## src/rtl/param_sp_ram_if.sv

```systemverilog
// Access bus for param_sp_ram: request fields driven by the master and
// registered read data plus status returned by the RAM.
interface param_sp_ram_if #(
    parameter int DATA_WIDTH = 8,
    parameter int ADDR_WIDTH = 4
);
    logic                    en;
    logic                    we;
    logic [DATA_WIDTH/8-1:0] be;
    logic [ADDR_WIDTH-1:0]   addr;
    logic [DATA_WIDTH-1:0]   din;
    logic                    clr;
    logic [DATA_WIDTH-1:0]   dout;
    logic                    dout_valid;
    logic                    busy;

    modport master (
        output en, we, be, addr, din, clr,
        input  dout, dout_valid, busy
    );

    modport slave (
        input  en, we, be, addr, din, clr,
        output dout, dout_valid, busy
    );
endinterface

```

## src/rtl/param_sp_ram.sv

```systemverilog
// Single-port RAM with byte enables, selectable write/read collision mode and
// a sequential clear sweep that also runs after every reset.
module param_sp_ram #(
    parameter int DATA_WIDTH = 8,
    parameter int ADDR_WIDTH = 4,
    parameter int WRITE_MODE = 0
) (
    input  logic           clk,
    input  logic           rst,
    param_sp_ram_if.slave  bus
);
    localparam int NB    = DATA_WIDTH / 8;
    localparam int DEPTH = 2 ** ADDR_WIDTH;

    typedef enum logic {IDLE, CLEAR} state_t;

    state_t                  state, state_n;
    logic [ADDR_WIDTH-1:0]   cnt, cnt_n;
    logic [DATA_WIDTH-1:0]   mem [DEPTH];
    logic [DATA_WIDTH-1:0]   rd_word, wr_word;
    logic                    acc;

    assign rd_word  = mem[bus.addr];
    assign acc      = (state == IDLE) && bus.en;
    assign bus.busy = (state == CLEAR);

    // Byte-merged word: unselected bytes keep the stored contents.
    always_comb begin
        wr_word = rd_word;
        for (int i = 0; i < NB; i++) begin
            if (bus.be[i]) wr_word[8*i +: 8] = bus.din[8*i +: 8];
        end
    end

    always_ff @(posedge clk) begin
        if (rst) begin
            state <= CLEAR;
            cnt   <= '0;
        end else begin
            state <= state_n;
            cnt   <= cnt_n;
        end
    end

    always_comb begin
        state_n = state;
        cnt_n   = cnt;
        if (state == CLEAR) begin
            cnt_n = cnt + 1'b1;
            if (&cnt) state_n = IDLE;
        end else if (bus.clr) begin
            state_n = CLEAR;
            cnt_n   = '0;
        end
    end

    // No reset on the array itself; the post-reset sweep zeroes it.
    always_ff @(posedge clk) begin
        if (!rst) begin
            if (state == CLEAR)
                mem[cnt] <= '0;
            else if (bus.en && bus.we)
                mem[bus.addr] <= wr_word;
        end
    end

    always_ff @(posedge clk) begin
        if (rst) begin
            bus.dout       <= '0;
            bus.dout_valid <= 1'b0;
        end else begin
            bus.dout_valid <= 1'b0;
            if (acc) begin
                if (!bus.we) begin
                    bus.dout       <= rd_word;
                    bus.dout_valid <= 1'b1;
                end else if (WRITE_MODE == 0) begin
                    bus.dout       <= rd_word;
                    bus.dout_valid <= 1'b1;
                end else if (WRITE_MODE == 1) begin
                    bus.dout       <= wr_word;
                    bus.dout_valid <= 1'b1;
                end
            end
        end
    end
endmodule
```

## src/flat_wrapper.sv

```systemverilog
// flat-port wrapper written by rule: the top's interface ports become plain ports
module param_sp_ram_flat 
#(
    parameter int DATA_WIDTH = 8,
    parameter int ADDR_WIDTH = 4,
    parameter int WRITE_MODE = 0
)
  (clk, rst, bus_en, bus_we, bus_be, bus_addr, bus_din, bus_clr, bus_dout, bus_dout_valid, bus_busy);
  param_sp_ram_if #(.DATA_WIDTH(DATA_WIDTH), .ADDR_WIDTH(ADDR_WIDTH)) bus_i ();
  input  logic clk;
  input  logic rst;
  input wire logic [$bits(bus_i.en)-1:0] bus_en;
  input wire logic [$bits(bus_i.we)-1:0] bus_we;
  input wire logic [$bits(bus_i.be)-1:0] bus_be;
  input wire logic [$bits(bus_i.addr)-1:0] bus_addr;
  input wire logic [$bits(bus_i.din)-1:0] bus_din;
  input wire logic [$bits(bus_i.clr)-1:0] bus_clr;
  output wire logic [$bits(bus_i.dout)-1:0] bus_dout;
  output wire logic [$bits(bus_i.dout_valid)-1:0] bus_dout_valid;
  output wire logic [$bits(bus_i.busy)-1:0] bus_busy;
  assign bus_i.en = bus_en;
  assign bus_i.we = bus_we;
  assign bus_i.be = bus_be;
  assign bus_i.addr = bus_addr;
  assign bus_i.din = bus_din;
  assign bus_i.clr = bus_clr;
  assign bus_dout = bus_i.dout;
  assign bus_dout_valid = bus_i.dout_valid;
  assign bus_busy = bus_i.busy;
  param_sp_ram #(.DATA_WIDTH(DATA_WIDTH), .ADDR_WIDTH(ADDR_WIDTH), .WRITE_MODE(WRITE_MODE)) u_core (.clk(clk), .rst(rst), .bus(bus_i));
endmodule
```

## config.mk

```make
export PLATFORM = sky130hd
export DESIGN_NAME = param_sp_ram_flat
export DESIGN_NICKNAME = d
export VERILOG_FILES = /design/src/rtl/param_sp_ram_if.sv /design/src/rtl/param_sp_ram.sv /design/src/flat_wrapper.sv
export SDC_FILE = /design/constraint.sdc
export NUM_CORES = 1
export LEC_CHECK = 0
export CORE_MARGIN = 1
export CORE_UTILIZATION = 45
export CTS_BUF_LIST = sky130_fd_sc_hd__clkbuf_8
export DETAILED_ROUTE_END_ITERATION = 10
export GPL_TIMING_DRIVEN = 0
export PLACE_DENSITY = 0.64
export SETUP_SLACK_MARGIN = 0.15
export SLEW_MARGIN = 20
export SYNTH_ARGS = -nofsm -noshare
export SYNTH_HDL_FRONTEND = slang
export SYNTH_SLANG_ARGS = --single-unit
```

## constraint.sdc

```tcl
create_clock -name clk -period 2 [get_ports clk]
set_input_delay 0.4 -clock clk [delete_from_list [all_inputs] [get_ports clk]]
set_output_delay 0.4 -clock clk [all_outputs]
set_load 0.01 [all_outputs]
```

==> impl_results.md, run 1 <==
- Min-delay src: rst
- Area Growth Syn to Fin: 31.03%
- TritonCTS buffer count: 17
- Grt ovf: 0
- Final TNS setup: 0 ns
- Pleak: 2.638 nW
- Met2 global-route usage: 34.01%
- Synth warnings: 0
- Horiz. Die Dim: 115.4 µm
- Antenna Violating Nets Remaining: 0
- Clock sink total: 142
- Least-Margin Pin Slew: 0.5522 ns
- Largest net degree at the start of global routing: 17
- Crit Path Class: primary input to flop
- CP Launch Point: bus_addr[3]
- Vias in the first global route: 3383
- Clock Tree Root: clkbuf_8
- Maximum vdd drop: 400.8 µV
- Die Footprint: 13310 µm²
- Final RePlAce weighted congestion: 0.8434
- Clock Skew: 0.008213 ns
- Syn Area/Cell: 16.92 µm²
- FILL cells: 910
- Leading area contributor after synthesis: edfxtp_1
- Syn_nets: 361
- Startpoint types: primary input
- Initial antenna violation count: 0
- Row cnt: 41
- Hpwl dp: 8.375 mm
- Share of synthesized registers carrying an async set or reset: 0%
- CP Capture Type: flop
- Worst Setup EP: u_core.mem[0][1]
- Tot GR Track Use: 21.81%
- Yosys reg bits: 142
- Maximum fanout along the worst path: 8
- Setup ws final: 0.02518 ns
- Wirelength, routed: 13.75 mm
- Worst endpoint required time: 2.16 ns
- IO Pins: 28
- HP Class: primary input to flop
- RR Startpoint: u_core.bus.busy
- Cell Pwr Density: 760.8 nW/µm²
- Via count: 3349
- Core box area: 12570 µm²
- Cells after synthesis: 342
- CTS tree: yes
- Starting Density: 46.03%
- Most common cell in the netlist: edfxtp_1
- Number of flops mapped to enable cells by yosys: 128
- Vias per inst: 5.582
- Top delay family on crit path: simple AND/OR/NAND/NOR gates
- ANT cells: 0
- Later-pin clock latency in the skew report: 0.45 ns
- Met3 Usage GRT: 5.166%
- Residual DRC: 0
- H-tree Lvls: 4
- Final Hold Vio Count: 0
- GR peak layer: met2
- Port Buffer Count: 24
- Slew headroom: 63.19%
- Finish-stage setup viols: 0
- Synth top area share: 66.44%
- Final core utilization: 60.32%
- RSZ-0062 raised after global routing: yes
- Final Cell Area: 7581 µm²
- Fmax: 506.4 MHz
- CTS Hold Bufs: 0
- DR pass1 iterations: 4
- Commonest cells post-synth: edfxtp_1 (128), nor2_1 (30), a21oi_1 (24), mux4_2 (24), mux2i_1 (18)
- Drt wl/cell: 22.91 µm
- Slew Viols, Final: 0
- Clk buf depth: 2
- Critical Path, Cell by Cell: clkdlybuf4s50_1, or4bb_4, a21oi_4, nand2_4, nor2_4, buf_12
- Commonest register cell after synthesis: edfxtp_1
- Met1 usage: 29.86%
- Share of cells above drive strength 1: 38.55%
- Outcome: completed
- First-pass GRT wire length: 19.95 mm
- Synth top area cells: edfxtp_1 (66%), mux4_2 (9.3%), dfxtp_1 (4.8%), mux2i_1 (3.1%), a21oi_1 (2.1%)
- Worst path arrival time: 2.14 ns
- Netlist cell types: 38
- Die H: 115.4 µm
- Post-synthesis cell area: 5786 µm²
- CP max stage delay: 0.56 ns
- Part of the cycle the worst path needs: 98.74%
- R2R setup slack: 0.06 ns
- Worst r2r path cells: 6
- Detailed Route Iter0 Violations: 252
- Fin crit period: 1.975 ns
- Final Net Count: 434
- Crit-path slowest cell: or4bb_4
- Max-cap check violation count: 0
- Buf/Inv on CP: 2
- Clock-pin slew of the registers on the worst-case setup and hold paths: 0.08 ns
- Placed Area: 6401 µm²
- Sequential cell area fraction in the yosys report: 71.28%
- Stages on worst setup path: 6
- Pre-CTS WS: -1.149 ns
- RR Endpoint: u_core.mem[0][1]
- Hold Worst Slack: 0.3127 ns
## layer usage
metal  part of all wire [%]  up-vias
met5                      0        -
met3                    5.1       22
met2                     48      103
met1                     44     1720
li1                       -     1504
met4                    2.6        0
## cell type report
class	count	area, µm²	area share, %
plain buffers	22	166.4	2.195
clock buffers	17	234.0	3.086
repair buffers	54	696.9	9.193
inverters	3	11.26	0.1485
clock inverters	15	123.9	1.634
multi-input cells	175	2008	26.49
flip-flops and latches	142	4125	54.41
well taps	172	215.2	2.839
## report_power, final
group | switching, W | internal [W]
logic | 0.000257 | 0.000199
clock network | 0.00111 | 0.000971
registers | 0.0000141 | 0.00322
## through the flow
stage | power (W) | std cells
2_1_floorplan | 0.003539 | 342
3_3_place_gp | 0.003642 | 538
3_5_place_dp | 0.003649 | 538
4_1_cts | 0.005752 | 599
5_1_grt | 0.005949 | 600
6_report | 0.005768 | 600
## worst reg2reg max path, stage by stage (launching register included)
cell	delay, ns
dfxtp_2	0.33
buf_8	0.12
or4bb_4	0.54
a21oi_4	0.23
nand2_4	0.14
nor2_4	0.15
buf_12	0.14
## worst min-delay path by stage
stage	endpoint	slack [ns]	cells after the start
3_5_place_dp	u_core.bus.dout[3]	0.48	2
4_1_cts	u_core.cnt[3]	0.29	2
2_1_floorplan	u_core.bus.dout[0]	0.51	2
3_3_place_gp	u_core.bus.dout[3]	0.48	2
6_report	u_core.cnt[3]	0.31	2
5_1_grt	u_core.cnt[3]	0.32	2
## sequential cells by signal (all words and copies together), names as in the netlist
name and flops:
u_core.cnt 4, u_core.bus.dout 8, u_core.mem 128, u_core.bus.dout_valid 1, u_core.bus.busy 1
## cells in the final DEF, fill, tap and decap left out, types with 2 or more instances in the layout
master / n
edfxtp_1: 128
mux4_2: 24
clkdlybuf4s50_1: 20
buf_12: 18
nor2_4: 18
mux2i_1: 17
a21oi_4: 17
clkbuf_8: 17
dfxtp_1: 13
buf_4: 12
nor3_1: 12
nor2_1: 12
o21ai_0: 8
buf_2: 7
a211oi_1: 7
a21boi_1: 6
inv_1: 5
a22o_4: 5
clkinvlp_4: 5
clkbuf_2: 4
a2bb2oi_2: 4
a2bb2oi_1: 4
nand2_4: 4
a21oi_1: 4
buf_6: 3
nor2b_1: 3
a22o_1: 3
a21oi_2: 3
clkbuf_1: 3
dlymetal6s2s_1: 3
buf_8: 2
nand2b_1: 2
a211oi_2: 2
a41oi_1: 2
clkinv_4: 2
inv_6: 2
clkinv_2: 2
## logic make-up (layout without fill, tap and decap cells)
logic type	count (synthesis)	in the layout	synth area share, %
AND/OR/NAND/NOR	62	62	5.234
AO/OA/AOI/OAI	69	69	8.283
adder cells (fa/ha/maj)	1	1	0.2162
multiplexers	43	43	12.65
flip-flops	142	142	71.28
buffers and inverters	25	111	2.336
## what timing repair did
action                                  4_1_cts  5_1_grt
gates cloned                                  1        1
gates resized for setup                      54       32
endpoints found under the setup margin      259      256
setup buffers                                28        0
pin swaps                                    22       15
No activity file was read; power rests on OpenSTA's default activity.
==> run 2: changes to the inputs <==
Settings changed: CORE_UTILIZATION 45 to 40, PLACE_DENSITY 0.64 to 0.58, SKIP_CTS_REPAIR_TIMING set to 1.
==> run 2 against run 1 <==
Sequential share of layout area up 1.5 points. Count of clock-buffer cells in the layout unchanged. Largest cell class unchanged. Sequential power about the same. Register-to-register slack about the same. First-iteration DRC count up 6.7%. Maximum frequency up 1.4%.
==> impl_results.md, run 2 (synthesis results as in run 1) <==
- Sequential share of power: 57.6% (+1.5 points)
- Largest net degree at the start of global routing: 17 (unchanged)
- Min-delay src: rst
- Crit-path slowest cell: or4bb_4
- Pleak: 2.576 nW (-2.3%)
- H-tree Lvls: 4 (unchanged)
- FILL cells: 1160 (+27%)
- Slew headroom: 60.53% (-2.7 points)
- CP Launch Point: u_core.bus.busy
- Startpoint types: flop
- DR pass1 iterations: 5 (+1)
- Area Growth Syn to Fin: 27.62%
- Die Footprint: 14950 µm² (+12%)
- CP Capture Type: flop
- Final RePlAce weighted congestion: 0.7983 (-5.3%)
- Row cnt: 43 (+4.9%)
- Most common cell after layout, fill and taps aside: edfxtp_1
- Later-pin clock latency in the skew report: 0.44 ns (about the same)
- First-pass GRT wire length: 19.09 mm (-4.3%)
- Clk buf depth: 2 (unchanged)
- Clock sink total: 142 (unchanged)
- Horiz. Die Dim: 122.3 µm (+6.0%)
- Starting Density: 41.36% (-4.7 points)
- Placed Area: 6411 µm² (+0.16%)
- Sw frac: 22.75% (-1.1 points)
- TritonCTS buffer count: 17 (unchanged)
- Top Registers: u_core.mem: 128 flops, u_core.bus.dout: 8 flops, u_core.cnt: 4 flops
- Outcome: completed
- Least-Margin Pin Slew: 0.5868 ns (+0.03469 ns)
- Power, Total: 0.005614 W (-2.7%)
- Final core utilization: 52.78% (-7.5 points)
- IO Pins: 28 (unchanged)
- Initial antenna violation count: 0 (unchanged)
- Largest Register: u_core.mem
- Fin crit period: 1.947 ns (-0.02804 ns)
- Die H: 122.3 µm (+6.0%)
- Combinational share of power: 7.7% (-0.2 points)
- Clock share of power: 34.7% (-1.3 points)
- Cell Pwr Density: 760.4 nW/µm² (about the same)
- Max FFs per register: 128 (unchanged)
- Part of the cycle the worst path needs: 97.34% (-1.4 points)
- Wirelength, routed: 13.53 mm (-1.6%)
- Commonest cells after routing, fill and taps aside: edfxtp_1 (128), mux4_2 (24), clkdlybuf4s50_1 (20)
- Hpwl dp: 8.519 mm (+1.7%)
- Drt wl/cell: 22.63 µm (-1.2%)
- Finish-stage setup viols: 0 (unchanged)
- Top delay family on crit path: simple AND/OR/NAND/NOR gates
- Residual DRC: 0 (unchanged)
- RSZ-0062 raised after global routing: yes
- Hold Worst Slack: 0.3201 ns (+0.007403 ns)
- Final Hold Vio Count: 0 (unchanged)
- Maximum fanout along the worst path: 8 (unchanged)
- Vias in the first global route: 3206 (-5.2%)
- Vias per inst: 5.542 (-0.71%)
- Clock-pin slew of the registers on the worst-case setup and hold paths: 0.07 ns (about the same)
- Core box area: 13990 µm² (+11%)
- Clock Skew: 0.01435 ns (+0.006139 ns)
- Psw: 0.001277 W (-7.3%)
- Port Buffer Count: 24 (unchanged)
- HP Class: primary input to flop
- Maximum vdd drop: 395.3 µV (-1.4%)
- RR Startpoint: u_core.bus.busy
- Final Cell Area: 7383 µm² (-2.6%)
- Antenna Violating Nets Remaining: 0 (unchanged)
- Buf/Inv on CP: 2 (unchanged)
- Fmax: 513.7 MHz (+1.4%)
- CTS tree: yes
- Share of cells above drive strength 1: 34.93% (-3.6 points)
- Max-cap check violation count: 0 (unchanged)
- Critical Path, Cell by Cell: buf_6, or4bb_4, a21oi_4, nand2_4, nor2_4, buf_12
- Slew Viols, Final: 0 (unchanged)
- P_int: 0.004337 W (-1.2%)
- Worst path arrival time: 2.09 ns (-0.05 ns)
- Worst endpoint required time: 2.15 ns (about the same)
- Clock Tree Root: clkbuf_8
- Via count: 3314 (-1.0%)
- Grt ovf: 0 (unchanged)
- ANT cells: 0 (unchanged)
- Tot GR Track Use: 18.85% (-3.0 points)
- Final Net Count: 427 (-1.6%)
- Detailed Route Iter0 Violations: 269 (+6.7%)
- CP max stage delay: 0.54 ns (-0.02 ns)
- Crit Path Class: flop to flop
-- run 2: area by class of cell --
class                           count  area, µm²  area share (%)
Inverter                            3      11.26          0.1525
Timing Repair Buffer               47      608.1           8.236
Sequential cell                   142       4125           55.87
Buffer                             22      165.2           2.237
Tap cell                          180      225.2           3.050
Clock inverter                     12      85.08           1.152
Multi-Input combinational cell    175       1929           26.13
Clock buffer                       17      234.0           3.169
-- run 2: worst paths after layout --
kind,to,slack [ns],cells after the start
worst max-delay path,u_core.mem[1][2],0.05,6
worst min-delay path,u_core.cnt[3],0.32,2
worst max register to register,u_core.mem[1][2],0.05,6
worst min register to register,u_core.bus.dout[0],0.50,2
-- run 2: worst register-to-register path, stage by stage, from the launching register on --
cell and delay, ns:
dfxtp_2 0.33, buf_6 0.12, or4bb_4 0.54, a21oi_4 0.24, nand2_4 0.14, nor2_4 0.15
buf_12 0.14
-- run 2: power by group through the flow --
stage               clock network (W)  logic (W)  registers [W]
finish                        0.00195   0.000432        0.00324
global route                  0.00211   0.000454        0.00324
CTS                           0.00198   0.000352        0.00323
detailed placement                  0   0.000351        0.00330
global placement                    0   0.000349        0.00330
floorplan                           0   0.000243        0.00330
-- run 2: routing by layer --
metal	vias to the layer above	global-route usage [%]	wire, µm
met2	115	28.34	6414
met5	-	0	0
met4	0	7.927	363
met1	1682	25.13	5852
met3	24	6.134	903
li1	1493	-	-
-- run 2: through the flow --
stage,TNS (ns),cells,setup WS (ns)
after floorplan,0,342,0.06227
after global placement,-212.08,546,-1.068
after detailed placement,-223.89,546,-1.151
after CTS,-109.36,575,-0.6861
after global routing,0,598,0.02412
final,0,598,0.05321
==> run 3: changes to the inputs <==
Settings changed: PLACE_DENSITY 0.58 to 0.56, SLEW_MARGIN 20 to not set.
Clock period 2 ns to 2.4 ns, I/O delays scaled along.
==> run 3 against run 2 <==
Count of clock-buffer cells in the layout unchanged. Power decreased by 7.9%. Non-clock buffer count is 1 higher. Largest cell class unchanged. Highest routed layer unchanged. Register-to-register slack better by 0.19 ns. Critical path type is now primary input to flop.
==> impl_results.md, run 3 (synthesis results as in run 1) <==
- Detailed Route Iter0 Violations: 266 (-1.1%)
- Fmax: 451.3 MHz
- Clock sink total: 142 (unchanged)
- Final Hold Vio Count: 0 (unchanged)
- Clock-pin slew of the registers on the worst-case setup and hold paths: 0.08 ns (about the same)
- Max FFs per register: 128 (unchanged)
- Max-cap check violation count: 0 (unchanged)
- CP Capture Type: flop
- Vias in the first global route: 3243 (+1.2%)
- Share of cells above drive strength 1: 30.09% (-4.8 points)
- Stages on worst setup path: 6 (unchanged)
- Least-Margin Pin Slew: 0.8534 ns (+0.2666 ns)
- Maximum fanout along the worst path: 8 (unchanged)
- Fin crit period: 2.216 ns
- RR Endpoint: u_core.mem[2][0]
- Hpwl dp: 8.293 mm (-2.7%)
- Die H: 122.3 µm (unchanged)
- Row cnt: 43 (unchanged)
- Die Footprint: 14950 µm² (unchanged)
- Finish-stage setup viols: 0 (unchanged)
- Tot GR Track Use: 18.58% (-0.27 points)
- Critical Path, Cell by Cell: clkdlybuf4s50_1, or4bb_1, a21oi_1, nand2_2, nor2_4, buf_12
- Final core utilization: 52.88% (+0.098 points)
- Port Buffer Count: 24 (unchanged)
- DR pass1 iterations: 4 (-1)
- Top Registers: u_core.mem: 128 flops, u_core.bus.dout: 8 flops, u_core.cnt: 4 flops
- Worst r2r path cells: 6 (unchanged)
- Final RePlAce weighted congestion: 0.8331 (+4.4%)
- Commonest cells after routing, fill and taps aside: edfxtp_1 (128), mux4_2 (24), clkdlybuf4s50_1 (24)
- RSZ-0062 raised after global routing: no
- Clk buf depth: 2 (unchanged)
- First-pass GRT wire length: 19.09 mm (about the same)
- Pleak: 2.533 nW (-1.7%)
- Horiz. Die Dim: 122.3 µm (unchanged)
- ANT cells: 0 (unchanged)
- Non-filler cells, final: 602 (+0.67%)
- Clock Tree Root: clkbuf_8
- FILL cells: 1107 (-4.6%)
- Maximum vdd drop: 319.9 µV (-19%)
- CTS tree: yes
- Setup ws final: 0.1844 ns (+0.1312 ns)
- CP Launch Point: bus_we
- Worst Setup EP: u_core.mem[2][0]
- Later-pin clock latency in the skew report: 0.45 ns (about the same)
- Area Growth Syn to Fin: 27.85%
- Worst path arrival time: 2.38 ns (+0.29 ns)
- Power, Total: 0.005169 W (-7.9%)
- Residual DRC: 0 (unchanged)
- Most common cell after layout, fill and taps aside: edfxtp_1
- CP max stage delay: 0.52 ns (-0.02 ns)
- Placed cells: 546 (unchanged)
- RR Startpoint: u_core.bus.busy
- Via count: 3337 (+0.69%)
- Wirelength, routed: 13.24 mm (-2.2%)
- Largest net degree at the start of global routing: 17 (unchanged)
- TritonCTS buffer count: 17 (unchanged)
- Outcome: completed
- Starting Density: 41.36% (unchanged)
- Largest Register: u_core.mem
- H-tree Lvls: 4 (unchanged)
- Pre-CTS WS: -1.291 ns (-0.1406 ns)
- Crit Path Class: primary input to flop
- Hold Path Stages: 2 (unchanged)
- Vias per inst: 5.543 (about the same)
- Startpoint types: primary input
- Drt wl/cell: 21.99 µm (-2.8%)
- IO Pins: 28 (unchanged)
- Antenna Violating Nets Remaining: 0 (unchanged)
- HP Class: primary input to flop
- Cell Pwr Density: 698.8 nW/µm² (-8.1%)
- Top delay family on crit path: simple AND/OR/NAND/NOR gates
- Clock Skew: 0.009865 ns (-0.004488 ns)
- Part of the cycle the worst path needs: 92.32%
- Slew headroom: 42.89% (-18 points)
- Slew Viols, Final: 0 (unchanged)
- Initial antenna violation count: 0 (unchanged)
- Buf/Inv on CP: 2 (unchanged)
- Core box area: 13990 µm² (unchanged)
- Crit-path slowest cell: clkdlybuf4s50_1
- Grt ovf: 0 (unchanged)
- Final Net Count: 428 (+0.23%)
- Worst endpoint required time: 2.56 ns (+0.41 ns)
- R2R setup slack: 0.24 ns (+0.19 ns)
-- run 3: cell types whose count changed in the layout (fill, tap and decap cells not counted), moves of 5 or more --
cell     delta
a21oi_2     -5
a21oi_4     -5
a21oi_1    +10
buf_12      +6
buf_4       -5
-- run 3: metal layers --
metal,vias up,track usage (%),share of wire (%),wire length (µm)
met5,-,0,0,0
met4,0,8.994,3.0,395
met3,22,5.019,5.5,728
met2,97,28.27,46,6087
met1,1716,24.70,46,6029
li1,1502,-,-,-
-- run 3: worst min-delay path by stage --
stage / from / end
after floorplan: u_core.bus.dout[0] / u_core.bus.dout[0]
after global placement: u_core.bus.dout[1] / u_core.bus.dout[1]
after detailed placement: u_core.bus.dout[2] / u_core.bus.dout[2]
after CTS: rst / u_core.bus.dout[7]
after global routing: rst / u_core.bus.dout[7]
final: rst / u_core.bus.dout[4]
-- run 3: report_power, final --
part           internal [W]  switching, W
Combinational      0.000140      0.000187
Clock               0.00123      0.000913
Sequential          0.00268     0.0000111
Total               0.00406       0.00111
-- run 3: layout make-up --
type                    count  area (µm²)  area share [%]
flip-flops and latches    142        4124           55.75
multi-input cells         175        1758           23.77
clock buffers              17       234.0           3.163
plain buffers              22       130.1           1.759
well taps                 180       225.2           3.045
inverters                   3       11.26          0.1522
repair buffers             48       695.7           9.405
clock inverters            15       219.0           2.960
-- run 3: worst reg2reg max path, cell delays in order, from the launching register on --
cell,delay [ns]
dfxtp_1,0.32
clkbuf_1,0.17
or4bb_1,0.50
a21oi_1,0.30
nand2_2,0.24
nor2_4,0.20
buf_12,0.14
-- run 3: stage by stage --
stage	setup TNS [ns]	hold slack (ns)	cell area [µm²]
2_1_floorplan	0	0.5105	5786
3_3_place_gp	-214.05	0.4852	6251
3_5_place_dp	-217.52	0.4819	6255
4_1_cts	-93.18	0.4362	6708
5_1_grt	0	0.4705	7397
6_report	0	0.4686	7397
